<file path="src/rtl/network_pkg.sv">
// Shared definitions for the Network block and its run sequencer.
//   NET_W   : width of a Network result word
//   state_t : sequencer state encoding
package network_pkg;

  localparam int unsigned NET_W = 32;

  typedef enum logic [1:0] {
    ST_IDLE  = 2'd0,
    ST_RUN   = 2'd1,
    ST_GAP   = 2'd2,
    ST_STALL = 2'd3
  } state_t;

endpackage

</file>
<file path="src/rtl/result_fifo.sv">
// First-word-fall-through result FIFO.
//   clk, reset          : clock, synchronous active-high reset
//   push, push_data     : write request and data (dropped when full without a pop)
//   pop                 : read request (ignored when empty)
//   rd_data             : head entry, valid while empty = 0
//   full, empty, level  : occupancy status
module result_fifo
  import network_pkg::*;
#(
  parameter int unsigned DEPTH = 4,
  parameter int unsigned W     = NET_W,
  localparam int unsigned LW   = $clog2(DEPTH + 1)
) (
  input  logic          clk,
  input  logic          reset,
  input  logic          push,
  input  logic [W-1:0]  push_data,
  input  logic          pop,
  output logic [W-1:0]  rd_data,
  output logic          full,
  output logic          empty,
  output logic [LW-1:0] level
);

  localparam int unsigned AW = (DEPTH > 1) ? $clog2(DEPTH) : 1;

  logic [W-1:0]  mem [DEPTH];
  logic [AW-1:0] wr_ptr;
  logic [AW-1:0] rd_ptr;
  logic [LW-1:0] level_d;
  logic          do_push;
  logic          do_pop;

  // A push into a full FIFO is accepted only when a pop frees the slot.
  assign do_pop  = pop & ~empty;
  assign do_push = push & (~full | do_pop);

  // Next occupancy.
  always_comb begin
    level_d = level;
    if (do_push && !do_pop) begin
      level_d = level + LW'(1);
    end else if (do_pop && !do_push) begin
      level_d = level - LW'(1);
    end
  end

  // Pointers and registered status; power-of-two depth wraps naturally.
  always_ff @(posedge clk) begin
    if (reset) begin
      wr_ptr <= '0;
      rd_ptr <= '0;
      level  <= '0;
      full   <= 1'b0;
      empty  <= 1'b1;
    end else begin
      if (do_push) wr_ptr <= wr_ptr + AW'(1);
      if (do_pop)  rd_ptr <= rd_ptr + AW'(1);
      level <= level_d;
      full  <= (level_d == LW'(DEPTH));
      empty <= (level_d == '0);
    end
  end

  // Storage.
  always_ff @(posedge clk) begin
    if (do_push) mem[wr_ptr] <= push_data;
  end

  assign rd_data = mem[rd_ptr];

endmodule

</file>
<file path="src/rtl/network_sequencer.sv">
// Self-timed run sequencer for the Network start/done/out interface.
//   clk, reset      : clock, synchronous active-high reset
//   go              : start a batch of RUNS inferences (sampled in IDLE only)
//   net_start       : level start to Network
//   net_done        : Network completion, rising edge marks a result
//   net_out         : Network result, valid in the done-edge cycle
//   busy            : sequencer not idle
//   batch_done      : one-cycle pulse after the final capture of a batch
//   timeout_err     : sticky watchdog flag, cleared by reset or accepted go
//   rd_en           : result pop request
//   rd_valid        : result FIFO non-empty
//   rd_data         : result FIFO head
//   level           : result FIFO occupancy
module network_sequencer
  import network_pkg::*;
#(
  parameter int unsigned RUNS    = 3,
  parameter int unsigned DEPTH   = 4,
  parameter int unsigned GAP     = 2,
  parameter int unsigned TIMEOUT = 1024,
  localparam int unsigned LW     = $clog2(DEPTH + 1)
) (
  input  logic             clk,
  input  logic             reset,
  input  logic             go,
  output logic             net_start,
  input  logic             net_done,
  input  logic [NET_W-1:0] net_out,
  output logic             busy,
  output logic             batch_done,
  output logic             timeout_err,
  input  logic             rd_en,
  output logic             rd_valid,
  output logic [NET_W-1:0] rd_data,
  output logic [LW-1:0]    level
);

  localparam int unsigned RW = 8;
  localparam int unsigned WW = $clog2(TIMEOUT + 1);
  localparam int unsigned GW = $clog2(GAP + 1);

  state_t           state;
  state_t           state_d;
  logic [RW-1:0]    run_cnt;
  logic [RW-1:0]    run_cnt_d;
  logic [RW-1:0]    run_inc;
  logic [WW-1:0]    wd;
  logic [WW-1:0]    wd_d;
  logic [WW-1:0]    wd_inc;
  logic [GW-1:0]    gap_cnt;
  logic [GW-1:0]    gap_d;
  logic [NET_W-1:0] hold;
  logic [NET_W-1:0] hold_d;
  logic [NET_W-1:0] push_data;
  logic             done_q;
  logic             done_edge;
  logic             push;
  logic             can_push;
  logic             last_run;
  logic             terr_d;
  logic             bdone_d;
  logic             full;
  logic             empty;

  assign done_edge = net_done & ~done_q;
  // A same-cycle pop makes room even when the FIFO is full.
  assign can_push  = ~full | (rd_en & ~empty);
  assign run_inc   = run_cnt + RW'(1);
  assign wd_inc    = wd + WW'(1);
  assign last_run  = (run_inc == RW'(RUNS));
  assign rd_valid  = ~empty;

  // Next-state, capture and watchdog decisions.
  always_comb begin
    state_d   = state;
    run_cnt_d = run_cnt;
    wd_d      = wd;
    gap_d     = gap_cnt;
    hold_d    = hold;
    terr_d    = timeout_err;
    bdone_d   = 1'b0;
    push      = 1'b0;
    push_data = net_out;

    case (state)
      ST_IDLE: begin
        if (go) begin
          terr_d    = 1'b0;
          run_cnt_d = '0;
          wd_d      = '0;
          state_d   = ST_RUN;
        end
      end

      ST_RUN: begin
        if (done_edge) begin
          if (can_push) begin
            push      = 1'b1;
            run_cnt_d = run_inc;
            if (last_run) begin
              bdone_d = 1'b1;
              state_d = ST_IDLE;
            end else begin
              gap_d   = '0;
              state_d = ST_GAP;
            end
          end else begin
            hold_d  = net_out;
            state_d = ST_STALL;
          end
        end else if (wd_inc == WW'(TIMEOUT)) begin
          terr_d  = 1'b1;
          state_d = ST_IDLE;
        end else begin
          wd_d = wd_inc;
        end
      end

      ST_STALL: begin
        if (can_push) begin
          push      = 1'b1;
          push_data = hold;
          run_cnt_d = run_inc;
          if (last_run) begin
            bdone_d = 1'b1;
            state_d = ST_IDLE;
          end else begin
            gap_d   = '0;
            state_d = ST_GAP;
          end
        end
      end

      ST_GAP: begin
        if (gap_cnt == GW'(GAP - 1)) begin
          wd_d    = '0;
          state_d = ST_RUN;
        end else begin
          gap_d = gap_cnt + GW'(1);
        end
      end

      default: state_d = ST_IDLE;
    endcase
  end

  // State and registered outputs.
  always_ff @(posedge clk) begin
    if (reset) begin
      state       <= ST_IDLE;
      run_cnt     <= '0;
      wd          <= '0;
      gap_cnt     <= '0;
      hold        <= '0;
      done_q      <= 1'b0;
      timeout_err <= 1'b0;
      batch_done  <= 1'b0;
      net_start   <= 1'b0;
      busy        <= 1'b0;
    end else begin
      state       <= state_d;
      run_cnt     <= run_cnt_d;
      wd          <= wd_d;
      gap_cnt     <= gap_d;
      hold        <= hold_d;
      done_q      <= net_done;
      timeout_err <= terr_d;
      batch_done  <= bdone_d;
      net_start   <= (state_d == ST_RUN);
      busy        <= (state_d != ST_IDLE);
    end
  end

  result_fifo #(
    .DEPTH (DEPTH),
    .W     (NET_W)
  ) u_fifo (
    .clk       (clk),
    .reset     (reset),
    .push      (push),
    .push_data (push_data),
    .pop       (rd_en),
    .rd_data   (rd_data),
    .full      (full),
    .empty     (empty),
    .level     (level)
  );

endmodule

</file>
<file path="config.mk">
export PLATFORM = sky130hd
export DESIGN_NAME = network_sequencer
export DESIGN_NICKNAME = d
export VERILOG_FILES = /design/src/rtl/network_pkg.sv /design/src/rtl/result_fifo.sv /design/src/rtl/network_sequencer.sv
export SDC_FILE = /design/constraint.sdc
export NUM_CORES = 1
export LEC_CHECK = 0
export CORE_MARGIN = 3
export CORE_UTILIZATION = 57
export DETAILED_ROUTE_END_ITERATION = 8
export HOLD_SLACK_MARGIN = 0.1
export PLACE_DENSITY = 0.77
export SLEW_MARGIN = 20
export SYNTH_ARGS = -nofsm -noshare
export SYNTH_HDL_FRONTEND = slang
export SYNTH_SLANG_ARGS = --single-unit
</file>
<file path="constraint.sdc">
create_clock -name clk -period 2.72 [get_ports clk]
set_input_delay 0.408 -clock clk [delete_from_list [all_inputs] [get_ports clk]]
set_output_delay 0.408 -clock clk [all_outputs]
set_load 0.01 [all_outputs]
</file>
# Yosys cells after proc, flatten, opt, wreduce, memory -nomap -nowiden
# Memories as Yosys holds them, arrays and structs flattened. A register that Yosys moved wholly into a read port is not among the register bits.
# Cells that the tools add are included.
[word_totals] regBits=69 ram_bits=128 elab_cells=102 out_inout_bits=40 memories=1
[classes] n_reduce_logical=16 n_mux=41 eq_ne=15 n_addsub=7 n_bitwise=7
[memory_table] name="u_fifo.mem" words=4 width=32 read_ports=1 rd_clocked_by_memory_dff=1 wr=1 line_no="result_fifo.sv:27" rtl="logic [W-1:0] mem [DEPTH];"
[ops] cell="2-to-1 mux 32 bit" n=2
[ops] cell="2-to-1 mux 11 bit" n=4
[ops] cell="case mux 11 bit (3 select lines)" n=1
[ops] cell="2-to-1 mux 2 bit" n=13
[ops] cell="2-to-1 mux 8 bit" n=3
[ops] cell="case mux 8 bit (3 select lines)" n=1
[ops] cell="inequality test 2 bit (second input constant)" n=7
[ops] cell="adder 11 x 1 -> 11 bit (second input constant)" n=1
[ops] cell="equality test 11 bit (second input constant)" n=1
[ops] cell="2-to-1 mux 1 bit" n=10
[ops] cell="nonzero test 3 bit" n=3
[ops] cell="adder 8 x 1 -> 8 bit (second input constant)" n=1
[ops] cell="equality test 8 x 2 -> 1 bit (second input constant)" n=1
[ops] cell="case mux 2 bit (4 select lines)" n=1
[ops] cell="adder 2 x 1 -> 2 bit (second input constant)" n=3
[ops] cell="equality test 2 x 1 -> 1 bit (second input constant)" n=3
[ops] cell="2-to-1 mux 3 bit" n=2
[ops] cell="case mux 1 bit (2 select lines)" n=3
[ops] cell="case mux 2 bit (3 select lines)" n=1
[ops] cell="AND reduction 3 bit" n=2
[ops] cell="AND reduction 5 bit" n=1
[ops] cell="equality test 2 bit (second input constant)" n=2
[ops] cell="AND reduction 4 bit" n=1
[ops] cell="nonzero test 2 bit" n=2
[ops] cell="other kinds (11)" n=17

# Depth between registers and ports, before layout
# Gate-level depths: netlist of the first run.
[depth] ltp_word=12 depth_mapped=8 depth_no_buf=8

# Modules after synthesis
# From an unflattened synthesis of the first run, not the netlist that was laid out.
[hier_totals] hier_cells=616 hier_area_um2=8354.3
[by_module_without_submodules] module="result_fifo" area_per_inst_um2=5177.5 seq_area_each_um2=4063.9 cells_each=224 n_inst=1
[by_module_without_submodules] module="network_sequencer" area_per_inst_um2=3176.8 seq_area_each_um2=1201.2 cells_each=392 n_inst=1

# Worst setup path before layout of the first run
# Ideal clock, no wire load.
[synth_timing] path_kind="input to register" from="input port net_done" to="memory u_fifo.mem[0][0] (netlist bit) (enable)" arrival_time_ns=1.827 required_ns=2.328 setup_time_ns=0.392 path_stages=4 slack_ns=0.501 cell_sequence="nor2b_2 o21a_1 buf_2 and3_1"
[synth_via] elab_chain_len=6
[synth_rtl] item="start, declared" line_no="network_sequencer.sv:27" rtl="input logic net_done,"
[synth_rtl] item="AND 1 bit" line_no="network_sequencer.sv:65" rtl="assign done_edge = net_done & ~done_q;"
[synth_rtl] item="2-to-1 mux 1 bit" line_no="network_sequencer.sv:96" rtl="if (done_edge) begin"
[synth_rtl] item="case mux 1 bit (2 select lines)" line_no="network_sequencer.sv:85" rtl="case (state)"
[synth_rtl] item="AND 1 bit" line_no="result_fifo.sv:36" rtl="assign do_push = push & (~full | do_pop);"
[synth_rtl] item="2-to-1 mux 1 bit" line_no="result_fifo.sv:67" rtl="if (do_push) mem[wr_ptr] <= push_data;"
[synth_rtl] item="2-to-1 mux 1 bit (implied by the code)" line_no="result_fifo.sv:67"
[synth_rtl] item="end, declared" line_no="result_fifo.sv:27"
# No other way between the ends.

==> metrics.yaml, run 1 <==
drtPass1Iterations: 5
hold_path.class: "in2reg"
grt_overflow: 0
synthesis.nets: 658
crit_arrival_ps: 2170
multi_input_area_um2: 2850
min_period_over_period: 0.948
syn_area_um2: 8290
hpwl_um: 10600
ys_async_sr_fraction: 0
finalSetupTns_ps: 0
grt_max_degree: 33
antenna_left: 0
drt-wirelength-per-cell_um: 19.3
final_net_count: 737
ys.flop_type: "edfxtp_1"
nFillCells: 935
p_leak_nw: 3.25
cp_num_buf_inv: 2
antennaDiodeCount: 0
htreeDepth: 4
crit_family: "buffers and inverters"
yosysUniqueCellTypes: 61
grt_pass1_vias: 5363
dieWidth_um: 127
wirelength_um: 17000
final_area_um2: 9930
maxCapViolations: 0
routed_via_density: 5.93
crit_chain: "buf_12 -> mux4_2 -> clkdlybuf4s50_1"
seq_area_um2: 5270
skew_ps: 9.15
yosysWarnings: 0
track_usage: 0.222
cp_slowest_cell: "mux4_2"
p_per_area_nw_per_um2: 841
synth_compound_area_frac: 0.0771
crit_type: "reg2out"
tightest_slew_ps: 561
initial_core_util: 0.590
placed_cell_area_um2: 9360
cts_hold_buf: 0
synth_mux_area_frac: 0.135
drive_gt1_frac: 0.145
cp_num_cells: 3
cts-buffers-inserted: 17
synth-simple-area-share: 0.106
cpPeakStageDelay_ps: 560
post_cts_buffers: 0
drc: 0
syn_inst: 611
grt_setup_unrepaired: "false"
globalplace.congestion: 0.845
grt_pass1_wl_um: 27700
fp.dieH_um: 127
synth_fa_ha_area_frac: 0.0151
fmax_mhz: 388
first_iter_violations: 496
hold_violations: 0
slew_violations: 0
cts_sinks: 199
reg2reg_depth: 7
finalPower_mw: 8.35
coreArea_um2: 14000
min_path_cells: 2
irDropWorstVdd_mv: 0.598
synth_area_per_cell_um2: 13.6
crit_fanout: 19
dieArea_um2: 16000
clk_latency_ps: 430
ys_seq_elements: 199
end_kind: "primary output"
synth_xor_area_frac: 0.00951
start_kind: "register"
cts_root_buf: "clkbuf_16"
numPortBuffers: 76
io_pins: 77
slew-limit-headroom: 0.626
worstPathRequired_ps: 2310
vias: 5236
fin_crit_ps: 2580
mostFrequentLayoutCell: "edfxtp_1"
cts.clk_slew.worst_paths_ps: 60
tritoncts: "yes"
synth_top_family_by_area: "multiplexers"
antenna_found_initial: 0
ys_seq_area_frac: 0.635
status: "completed"
setup_viol: 0
rows: 43
clockBufferDepth: 2
areaGrowthSynthToFinish_pct: 19.8
synth-edff-count: 128
layout_common_cells: "edfxtp_1 (128), nand2_1 (80), clkdlybuf4s50_1 (75), dfxtp_1 (69), a21oi_1 (51)"
## layout make-up
type,count,share of cell area
clock buffers,24,0.0497
well taps,180,0.0227
flip-flops and latches,199,0.531
clock inverters,8,0.00731
multi-input cells,369,0.287
inverters,11,0.00416
repair buffers,92,0.0983
## per-layer routing
layer / track usage / share of wire / up-vias
met5: 0 / 0 / -
met4: 0.0726 / 0.015 / 0
met3: 0.0442 / 0.052 / 20
met2: 0.375 / 0.52 / 158
met1: 0.290 / 0.41 / 2615
li1: - / - / 2443
## state kept, by name (all words and copies together), names as in the netlist, named ones only
name / flops
u_fifo.full: 1
u_fifo.wr_ptr: 2
u_fifo.empty: 1
u_fifo.rd_ptr: 2
done_q: 1
net_start: 1
gap_cnt: 2
batch_done: 1
state: 2
timeout_err: 1
wd: 11
run_cnt: 8
u_fifo.mem: 128
busy: 1
hold: 32
u_fifo.level: 3
## power breakdown
group          internal (mW)  switching (mW)
Sequential              3.57           0.187
Combinational           1.09            1.12
Clock                   1.36            1.03
## worst paths after layout
path	endpoint	start	slack, ps
worst min-delay path	run_cnt[0]	reset	400
worst max register to register	busy	run_cnt[0]	580
worst max-delay path	rd_data[29]	register	140
worst min register to register	hold[18]	hold[18]	450
## what timing repair did
| item | CTS | global route |
|---|---|---|
| endpoints found under the setup margin | 1 | 0 |
| endpoints found under the hold margin | 0 | 0 |
| resized for setup | 1 | 0 |
## synthesized netlist by cell type (all sizes together), types with 3 or more instances
library cell | number | area share
a21oi | 52 | 0.032
a311oi | 5 | 0.0053
a31oi | 6 | 0.0045
and2 | 4 | 0.0035
and3 | 14 | 0.011
buf | 17 | 0.011
clkbuf | 15 | 0.0068
dfxtp | 71 | 0.17
edfxtp | 128 | 0.46
ha | 10 | 0.015
inv | 11 | 0.0050
mux2 | 33 | 0.045
mux4 | 32 | 0.087
nand2 | 80 | 0.036
nand2b | 4 | 0.0030
nand3 | 14 | 0.011
nand3b | 3 | 0.0027
nand4 | 3 | 0.0023
nor2 | 34 | 0.015
nor2b | 6 | 0.0051
nor3 | 6 | 0.0048
o21a | 3 | 0.0027
o21ai | 18 | 0.013
or3 | 6 | 0.0045
xnor2 | 5 | 0.0053
xor2 | 4 | 0.0042
## through the flow
stage / hold WS, ps / worst slack [ps] / cells / utilization
after CTS: 387 / 96.4 / 883 / 0.707
after global routing: 405 / 48.6 / 883 / 0.707
final: 396 / 141 / 883 / 0.707
after floorplan: 433 / 501 / 611 / -
after detailed placement: 446 / 232 / 851 / 0.667
after global placement: 438 / 303 / 851 / 0.667
## logic make-up (layout without fill, tap and decap cells)
family,count (synthesis),in the layout
AO/OA/AOI/OAI,102,102
XOR/XNOR,9,9
adder cells (fa/ha/maj),10,10
buffers and inverters,43,135
flip-flops,199,199
multiplexers,67,67
AND/OR/NAND/NOR,181,181
## worst reg2reg max path, cell delays in order, from the launching register on
cell,delay [ps]
dfxtp_1,360
ha_1,280
and3_1,260
a311oi_1,290
a31oi_1,80
nor3_1,410
o22a_1,250
a31oi_1,100
Power figures use the tool's default switching activity.
==> inputs of run 2 (changes only) <==
--- a/config.mk
+++ b/config.mk
@@ -7,10 +7,13 @@
 export LEC_CHECK = 0
 export CORE_MARGIN = 3
 export CORE_UTILIZATION = 57
+export CTS_BUF_LIST = sky130_fd_sc_hd__clkbuf_16
 export DETAILED_ROUTE_END_ITERATION = 8
 export HOLD_SLACK_MARGIN = 0.1
+export MAX_ROUTING_LAYER = met4
 export PLACE_DENSITY = 0.77
 export SLEW_MARGIN = 20
 export SYNTH_ARGS = -nofsm -noshare
 export SYNTH_HDL_FRONTEND = slang
+export SYNTH_HIERARCHICAL = 1
 export SYNTH_SLANG_ARGS = --single-unit
==> run 2 against run 1 <==
Fmax up 1.1%. Register-to-register slack better by 120 ps. Via count up 0.34%. Cell count up 0.11%. Critical path type unchanged. First-iteration DRC count down 18%. Total power down 19%. Hold slack better by 61 ps. Combinational power down 55%. Wire length up 4.6%. Sequential power down 10%. Sequential share of layout area down 0.16 points. Critical endpoint is now rd_data[14]. Cell area up 0.25%.
==> metrics.yaml, run 2 <==
crit_chain: "buf_12 -> mux4_2 -> clkdlybuf4s50_1"
grt_use_met3: 0.0615  # +0.0172
top_usage_layer: "met2"
ys_async_sr_fraction: 0  # unchanged
post_cts_buffers: 0  # unchanged
start_kind: "register"
final_net_count: 738  # +0.14%
p_leak_nw: 3.26  # +0.26%
cts-buffers-inserted: 17  # unchanged
grt_max_degree: 33  # unchanged
ctsResizeCount: 0  # -1
crit_family: "buffers and inverters"
min_path_cells: 2  # unchanged
dp_slack_ps: 325  # +92.6 ps
clockBufferDepth: 2  # unchanged
top_regs: "u_fifo/mem: 128 flops, hold: 32 flops, wd: 11 flops"
dieArea_um2: 16100  # +0.76%
drive_gt1_frac: 0.175  # +0.0296
initial_core_util: 0.593  # +0.00245
tightest_slew_ps: 605  # +43.9 ps
crit_arrival_ps: 2140  # -30 ps
cts.clk_slew.worst_paths_ps: 60  # about the same
clk_latency_ps: 430  # about the same
antenna_found_initial: 0  # unchanged
cpPeakStageDelay_ps: 570  # about the same
worstPathRequired_ps: 2310  # about the same
end_kind: "primary output"
drt-wirelength-per-cell_um: 20.1  # +4.5%
numPortBuffers: 76  # unchanged
fin_crit_ps: 2550  # -28.6 ps
grt_pass1_wl_um: 28800  # +4.0%
cp_num_buf_inv: 2  # unchanged
hold_violations: 0  # unchanged
setup_viol: 0  # unchanged
yosysWarnings: 6  # +6
crit_fanout: 32  # +13
dieWidth_um: 127  # +0.38%
fp.dieH_um: 127  # +0.38%
regMostFlops: "u_fifo/mem"
largest_reg_flops: 128  # unchanged
p_per_area_nw_per_um2: 680  # -19%
nFillCells: 946  # +1.2%
use_met1: 0.291  # +0.000752
cp_slowest_cell: "mux4_2"
cts_sinks: 199  # unchanged
ys.flop_type: "edfxtp_1"
min_period_over_period: 0.938  # -0.0105
io_pins: 77  # unchanged
synth.top_cell.area_share: 0.460  # -0.00368
post-route-util: 0.706  # -0.000923
synth-edff-count: 128  # unchanged
status: "completed"
reg2reg_depth: 6  # -1
synth_commonest_cells: "edfxtp_1 (128), nand2_1 (81), dfxtp_1 (71), a21oi_1 (52)"
grt_pass1_vias: 5431  # +1.3%
finalSetupTns_ps: 0  # unchanged
cp_num_cells: 3  # unchanged
hpwl_um: 10500  # -1.2%
globalplace.congestion: 0.843  # -0.22%
slew_violations: 0  # unchanged
track_usage: 0.240  # +0.0178
htreeDepth: 4  # unchanged
finalWorstSetupSlack_ps: 170  # +28.6 ps
cts_root_buf: "clkbuf_16"
drtPass1Iterations: 4  # -1
synthesis.nets: 663  # +0.76%
irDropWorstVdd_mv: 0.488  # -18%
antennaDiodeCount: 0  # unchanged
slew-limit-headroom: 0.597  # -0.0293
crit_type: "reg2out"
skew_ps: 10.7  # +1.54 ps
syn_inst: 616  # +0.82%
finalPower_mw: 6.77  # -19%
areaGrowthSynthToFinish_pct: 19.1
maxCapViolations: 0  # unchanged
drc: 0  # unchanged
fmax_mhz: 392  # +1.1%
layout_common_cells: "edfxtp_1 (128), nand2_1 (81), clkdlybuf4s50_1 (75), dfxtp_1 (69), a21oi_1 (52)"
ys_seq_area_frac: 0.630  # -0.00504
coreArea_um2: 14100  # +0.38%
grt_overflow: 0  # unchanged
ys_seq_elements: 199  # unchanged
rows: 43  # unchanged
vias: 5254  # +0.34%
syn_area_um2: 8350  # +0.80%
antenna_left: 0  # unchanged
mostFrequentLayoutCell: "edfxtp_1"
post-synth-top-area-cell: "edfxtp_1"
synth_area_per_cell_um2: 13.6  # about the same
routed_via_density: 5.94  # +0.23%
first_iter_violations: 405  # -18%
yosysUniqueCellTypes: 65  # +6.6%
wirelength_um: 17800  # +4.6%
synthTopCellsByArea: "edfxtp_1 (46%), dfxtp_1 (17%), mux4_2 (8.6%)"
grt_use_met2: 0.397  # +0.0221
grt_setup_unrepaired: "false"
tritoncts: "yes"
yosysMostFrequentCell: "edfxtp_1"
cts_hold_buf: 0  # unchanged
hold_path.class: "reg2reg"
## run 2: changes by cell type in the layout (fill, tap and decap cells not counted), moves of 4 or more
cell / before / now
mux2_2: 2 / 32
mux2_1: 30 / 1
nor2_1: 34 / 27
nand3_1: 12 / 6
and3_2: 5 / 0
or3_1: 6 / 1
clkbuf_1: 4 / 0
clkinv_1: 0 / 4
inv_1: 11 / 15
o21ai_0: 10 / 6
o21ai_1: 5 / 9
## run 2: layer usage
layer  routed length [µm]  share of wire  up-vias
li1                     -              -     2463
met1                 7330           0.41     2596
met2                 9230           0.52      170
met3                  888          0.050       25
met4                  347          0.019        0
met5                    0              0        -
## run 2: final timing paths
check | from | slack, ps | to
max | register | 170 | rd_data[14]
min | hold[3] | 460 | hold[3]
max reg2reg | wd[0] | 700 | wd[8]
min reg2reg | hold[3] | 460 | hold[3]
## run 2: through the flow
step | hold slack, ps | cell area (µm²) | instances
final | 457 | 9950 | 884
after global routing | 479 | 9950 | 884
after detailed placement | 446 | 9390 | 852
after CTS | 456 | 9950 | 884
after global placement | 438 | 9390 | 852
after floorplan | 433 | 8350 | 616
## run 2: worst reg2reg max path, stage by stage, from the launching register on
cell,delay [ps]
dfxtp_1,490
ha_1,310
and4_4,290
and4_1,240
o21ai_1,90
o21a_1,250
a311oi_1,280
## run 2: final cells by class
class	count	area [µm²]	share of cell area
Sequential cell	199	5270	0.529
Multi-Input combinational cell	368	2880	0.290
Timing Repair Buffer	90	961	0.0965
Clock buffer	17	425	0.0427
Tap cell	180	225	0.0226
Clock inverter	15	134	0.0135
Inverter	15	56.3	0.00566
## run 2: power breakdown
group	switching, mW	internal (mW)
clock	1.06	1.34
combinational	0.467	0.537
sequential	0.0619	3.31
total	1.59	5.18
## run 2: kinds of logic (layout without fill, tap and decap cells)
family	count (synthesis)	after routing	synth area share
buffers and inverters	49	137	0.0261
AO/OA/AOI/OAI	106	106	0.0771
adder cells (fa/ha/maj)	10	10	0.0150
multiplexers	70	70	0.137
XOR/XNOR	10	10	0.0105
AND/OR/NAND/NOR	172	172	0.104
flip-flops	199	199	0.630
